[config.mk]
export PLATFORM = sky130hd
export DESIGN_NAME = mul_div_unit
export DESIGN_NICKNAME = d
export VERILOG_FILES = /design/src/rtl/mul_div_unit.sv
export SDC_FILE = /design/constraint.sdc
export NUM_CORES = 1
export LEC_CHECK = 0
export CORE_MARGIN = 2
export CORE_UTILIZATION = 55
export CTS_CLUSTER_SIZE = 16
export DETAILED_ROUTE_END_ITERATION = 8
export GPL_TIMING_DRIVEN = 0
export PLACE_DENSITY = 0.87
export SETUP_SLACK_MARGIN = 0.1
export SYNTH_ARGS = -nofsm -noshare
export SYNTH_HDL_FRONTEND = slang
export SYNTH_SLANG_ARGS = --single-unit
[constraint.sdc]
create_clock -name clk -period 10.2 [get_ports clk]
set_input_delay 1.53 -clock clk [delete_from_list [all_inputs] [get_ports clk]]
set_output_delay 1.53 -clock clk [all_outputs]
set_load 0.05 [all_outputs]
[src/rtl/mul_div_unit.sv]
// ============================================================================
// Module  : mul_div_unit
// Brief   : Iterative MIPS multiply/divide unit (shift-add / restoring, 1 bit per cycle)
// Revision: 1.0
// ============================================================================
`default_nettype none

module mul_div_unit #(
  parameter int WIDTH = 32
) (
  input  logic             clk,
  input  logic             rst,
  input  logic             start,
  input  logic [1:0]       op,
  input  logic [WIDTH-1:0] a,
  input  logic [WIDTH-1:0] b,
  input  logic             hi_wr,
  input  logic             lo_wr,
  input  logic [WIDTH-1:0] wdata,
  output logic             busy,
  output logic             done,
  output logic             div_by_zero,
  output logic [WIDTH-1:0] hi,
  output logic [WIDTH-1:0] lo
);

  localparam int CW = $clog2(WIDTH);
  localparam logic [CW-1:0] C_LAST = CW'(WIDTH - 1);
  localparam logic [1:0] C_OP_MULT = 2'd0;
  localparam logic [1:0] C_OP_DIV  = 2'd2;

  typedef enum logic [1:0] {
    S_IDLE = 2'd0,
    S_CALC = 2'd1,
    S_FIX  = 2'd2
  } state_t;

  state_t             state_q, state_d;
  logic [CW-1:0]      cnt_q, cnt_d;
  logic               is_div_q, is_div_d;
  logic               neg_res_q, neg_res_d;
  logic               neg_rem_q, neg_rem_d;
  logic [WIDTH-1:0]   opnd_q, opnd_d;
  logic [WIDTH-1:0]   a_orig_q, a_orig_d;
  logic [2*WIDTH-1:0] acc_q, acc_d;
  logic [WIDTH-1:0]   hi_q, hi_d;
  logic [WIDTH-1:0]   lo_q, lo_d;
  logic               done_q, done_d;
  logic               dbz_q, dbz_d;

  logic               w_signed;
  logic               w_a_neg, w_b_neg;
  logic [WIDTH-1:0]   w_a_mag, w_b_mag;
  logic [WIDTH:0]     w_mul_sum;
  logic [2*WIDTH-1:0] w_mul_next;
  logic [WIDTH:0]     w_rem_sh;
  logic [WIDTH:0]     w_diff;
  logic [2*WIDTH-1:0] w_div_next;

  // Magnitudes: the most negative value maps to itself, read as unsigned.
  assign w_signed = (op == C_OP_MULT) || (op == C_OP_DIV);
  assign w_a_neg  = w_signed && a[WIDTH-1];
  assign w_b_neg  = w_signed && b[WIDTH-1];
  assign w_a_mag  = w_a_neg ? -a : a;
  assign w_b_mag  = w_b_neg ? -b : b;

  // Multiply: acc = {partial product, remaining multiplier bits}.
  assign w_mul_sum  = {1'b0, acc_q[2*WIDTH-1:WIDTH]} + (acc_q[0] ? {1'b0, opnd_q} : '0);
  assign w_mul_next = {w_mul_sum, acc_q[WIDTH-1:1]};

  // Divide: acc = {partial remainder, dividend bits shifting into quotient}.
  assign w_rem_sh   = {acc_q[2*WIDTH-1:WIDTH], acc_q[WIDTH-1]};
  assign w_diff     = w_rem_sh - {1'b0, opnd_q};
  assign w_div_next = w_diff[WIDTH] ? {w_rem_sh[WIDTH-1:0], acc_q[WIDTH-2:0], 1'b0}
                                    : {w_diff[WIDTH-1:0],   acc_q[WIDTH-2:0], 1'b1};

  always_ff @(posedge clk or posedge rst) begin
    if (rst) begin
      state_q   <= S_IDLE;
      cnt_q     <= '0;
      is_div_q  <= 1'b0;
      neg_res_q <= 1'b0;
      neg_rem_q <= 1'b0;
      opnd_q    <= '0;
      a_orig_q  <= '0;
      acc_q     <= '0;
      hi_q      <= '0;
      lo_q      <= '0;
      done_q    <= 1'b0;
      dbz_q     <= 1'b0;
    end else begin
      state_q   <= state_d;
      cnt_q     <= cnt_d;
      is_div_q  <= is_div_d;
      neg_res_q <= neg_res_d;
      neg_rem_q <= neg_rem_d;
      opnd_q    <= opnd_d;
      a_orig_q  <= a_orig_d;
      acc_q     <= acc_d;
      hi_q      <= hi_d;
      lo_q      <= lo_d;
      done_q    <= done_d;
      dbz_q     <= dbz_d;
    end
  end

  always_comb begin
    state_d   = state_q;
    cnt_d     = cnt_q;
    is_div_d  = is_div_q;
    neg_res_d = neg_res_q;
    neg_rem_d = neg_rem_q;
    opnd_d    = opnd_q;
    a_orig_d  = a_orig_q;
    acc_d     = acc_q;
    hi_d      = hi_q;
    lo_d      = lo_q;
    done_d    = 1'b0;
    dbz_d     = 1'b0;

    case (state_q)
      S_IDLE: begin
        if (start) begin
          is_div_d  = op[1];
          opnd_d    = op[1] ? w_b_mag : w_a_mag;
          acc_d     = {{WIDTH{1'b0}}, (op[1] ? w_a_mag : w_b_mag)};
          a_orig_d  = a;
          neg_res_d = w_a_neg ^ w_b_neg;
          neg_rem_d = w_a_neg;
          cnt_d     = '0;
          state_d   = S_CALC;
        end else begin
          if (hi_wr) hi_d = wdata;
          if (lo_wr) lo_d = wdata;
        end
      end
      S_CALC: begin
        acc_d = is_div_q ? w_div_next : w_mul_next;
        cnt_d = cnt_q + 1'b1;
        if (cnt_q == C_LAST) state_d = S_FIX;
      end
      S_FIX: begin
        state_d = S_IDLE;
        done_d  = 1'b1;
        if (is_div_q) begin
          if (opnd_q == '0) begin
            hi_d  = a_orig_q;
            lo_d  = '1;
            dbz_d = 1'b1;
          end else begin
            lo_d = neg_res_q ? -acc_q[WIDTH-1:0] : acc_q[WIDTH-1:0];
            hi_d = neg_rem_q ? -acc_q[2*WIDTH-1:WIDTH] : acc_q[2*WIDTH-1:WIDTH];
          end
        end else begin
          {hi_d, lo_d} = neg_res_q ? -acc_q : acc_q;
        end
      end
      default: state_d = S_IDLE;
    endcase
  end

  assign busy        = (state_q != S_IDLE);
  assign done        = done_q;
  assign div_by_zero = dbz_q;
  assign hi          = hi_q;
  assign lo          = lo_q;

endmodule

`default_nettype wire

==> results.toml <==
[critical_path]
ff2ff_setup_slack_ps = 4730
crit_path_start_kind = "register"
crit_family = "compound AO/OA/AOI/OAI gates"
worstPathMaxFanout = 10
cp_slowest_cell = "clkbuf_1"
critPathKind = "register to register"
cp_data_arrival_time_ps = 5860
worstPathCellList = "clkbuf_1 -> inv_1 -> ha_1 -> fa_1 -> nand2b_1 -> a21oi_1 -> o211ai_1 -> a21boi_0 -> o211ai_1 -> nand3_1 -> clkbuf_1 -> nor2_1 -> a21oi_1 -> o221ai_1"
reg2reg_from = "acc_q[31]"
cp_slowest_stage_delay_ps = 840
critical_path_required_ps = 10590
path_buf_inv = 3
reg2regPathDepth = 14
rr_endpoint = "acc_q[54]"
critPathCaptureType = "register"

[synth]
yosysWarnings = 0
async_flop_share_pct = 100
yosys.cell_types.count = 84
synth_flop_cell = "dfrtp_1"
syn-num-nets = 2391
syn-cell-area_um2 = 17000
yosysSeqAreaShare_pct = 30.0
avgSynthCellArea_um2 = 7.69
syn_inst = 2216
synth_edf_count = 0
ys_ff_latch = 204

[clock_tree]
cts_tree = "yes"
clock_latency_ps = 540
cts_buffer_depth = 3
cts_resized = 0
ctsHtreeMaxLevel = 1
postCtsSetupBuffers = 0
clkSinkCount = 204
numCtsBuffers = 23
cts.clk_slew.worst_paths_ps = 70
holdBufCountCts = 0
clock-root-buffer = "clkbuf_16"

[routing]
drt_pass1_iterations = 9
drc = 0
viasPerCell = 6.83
vias = 19298
ant_nets = 0
drtIter0Drc = 3073
post_drt_wl_per_cell_um = 26.2
drt_wl_total_mm = 74.1

[placed_design]
placement.io_buffers = 169
dp_hpwl_mm = 58.1
place.gp.congestion = 1.03
placed_area_um2 = 19300
pre_cts_ws_ps = 5140
dpl.cell_count = 2782

[power]
power_leakage_nw = 8.10
peakVddDrop_v = 0.000281
report.power.total_w = 0.00808
p_per_area_nw_per_um2 = 403

[sta]
finalCritPeriodShare_pct = 53.7
skew_ps = 10.4
finalCriticalPeriod_ps = 5470
hold_violations = 0
setup_viol_count_final = 0
drv_slew = 0
fmax_ghz = 0.183
setup_ws_ps = 4730
setup-tns-final_ps = 0
tightest_slew_ps = 1090
rsz0062_at_grt = "false"
slew_headroom_pct = 26.9

[global_routing]
use_met1_pct = 59.5
antenna_found_initial = 0
overflow = 0
grt_usage_pct = 44.6
grt_pass1_wl_mm = 111
grt_max_degree = 131
grt-busiest-layer = "met2"
grt_util_met3_pct = 13.8
grt_pass1_vias = 18163
gr-usage-met2_pct = 64.8

[hold_path]
min_from = "lo[2]"
min_to = "lo[2]"
worstHoldPathCells = 2
worst_hold_path_type = "register to register"

[run_status]
status = "complete, no violations"

[final_layout]
n_antenna_cell = 0
finalNonFillerCells = 2824
nets = 2586
final_cell_mix = "nand2_1 (323), dfrtp_1 (204), o21ai_0 (198), nor2_1 (197), clkdlybuf4s50_1 (169)"
synthToLayoutAreaGrowth_pct = 17.8
final_common_cell = "nand2_1"
drive_gt1_share_pct = 3.25
final_cell_area_um2 = 20100

[die]
dieHeight_um = 180
dieArea_um2 = 32400
num_rows = 64
die_w_um = 180
start_util_pct = 55.8
core_um2 = 30500
io_pins = 170

[flow_run]
drv_cap = 0
## state kept, by name, indices dropped and copies added, names as in the netlist, 2 cells and up
register  flops
acc_q        64
a_orig_q     32
hi           32
lo           32
opnd_q       32
cnt_q         5
state_q       2
## through the flow
| stage | util (%) | hold slack (ps) |
|---|---|---|
| after floorplan | - | 440 |
| after global placement | 63.0 | 461 |
| after detailed placement | 63.1 | 470 |
| after CTS | 65.7 | 484 |
| after global routing | 65.7 | 510 |
| final | 65.7 | 482 |
## cell usage after synthesis, types with 14 or more instances
cell type | instances | area [µm²]
buf_1 | 17 | 63.8
mux2i_1 | 48 | 480
xnor2_1 | 107 | 937
a211oi_1 | 43 | 323
a21oi_1 | 165 | 826
clkbuf_1 | 135 | 507
dfrtp_1 | 204 | 5100
nor4_1 | 28 | 175
o22ai_1 | 40 | 250
o31ai_1 | 28 | 210
nor3_1 | 34 | 170
ha_1 | 70 | 876
o21ai_1 | 25 | 125
a21o_1 | 24 | 180
o21ai_0 | 198 | 991
or4_1 | 14 | 105
o211ai_1 | 50 | 375
nand3_1 | 37 | 185
nand2b_1 | 21 | 131
nor2_1 | 197 | 739
nand2_1 | 323 | 1210
inv_1 | 66 | 248
or3_1 | 30 | 188
xor2_1 | 82 | 718
## cells by family after synthesis
group	Yosys count	share of synthesized area [%]
xor gates and xnor gates	189	9.72
and+or+nand+nor	765	20.6
muxes	54	3.22
DFF	204	30.0
AOI/OAI and AO/OA	709	26.1
adders and majority gates	72	5.38
buffers and inverters	223	5.00
## worst max-delay path by stage
| stage | start | end | slack, ps | cells after the start |
|---|---|---|---|---|
| CTS | acc_q[31] | acc_q[54] | 5150 | 14 |
| detailed placement | b[0] | acc_q[29] | 5140 | 9 |
| global route | acc_q[31] | acc_q[54] | 4640 | 14 |
| floorplan | rst | a_orig_q[0] | 3100 | 1 |
| global placement | rst | acc_q[11] | 570 | 2 |
| finish | acc_q[31] | acc_q[54] | 4730 | 14 |
## worst min-delay path: cells and delay by family (launching register included)
family / cells / cell delay (ps)
AND/OR/NAND/NOR: 1 / 40
flip-flops: 1 / 340
AO/OA/AOI/OAI: 1 / 60
## where the power goes
group | leakage (nW) | switching [W] | internal, W
Combinational | 5.28 | 0.00356 | 0.00191
Sequential | 2.44 | 0.000485 | 0.00121
Clock | 0.377 | 0.000385 | 0.000516
## final cells by class
type	instances	area [µm²]
Buffer	157	604
Clock buffer	26	617
Clock inverter	16	185
Fill cell	2541	10500
Inverter	66	255
Multi-Input combinational cell	1789	11100
Sequential cell	204	5100
Tap cell	396	495
Timing Repair Buffer	170	1720
## layer usage
layer | up-vias | wire (µm)
met2 | 1459 | 30700
li1 | 8362 | -
met1 | 9192 | 28600
met4 | 2 | 4540
met5 | - | 80
met3 | 283 | 10200
Power figures use the tool's default switching activity.
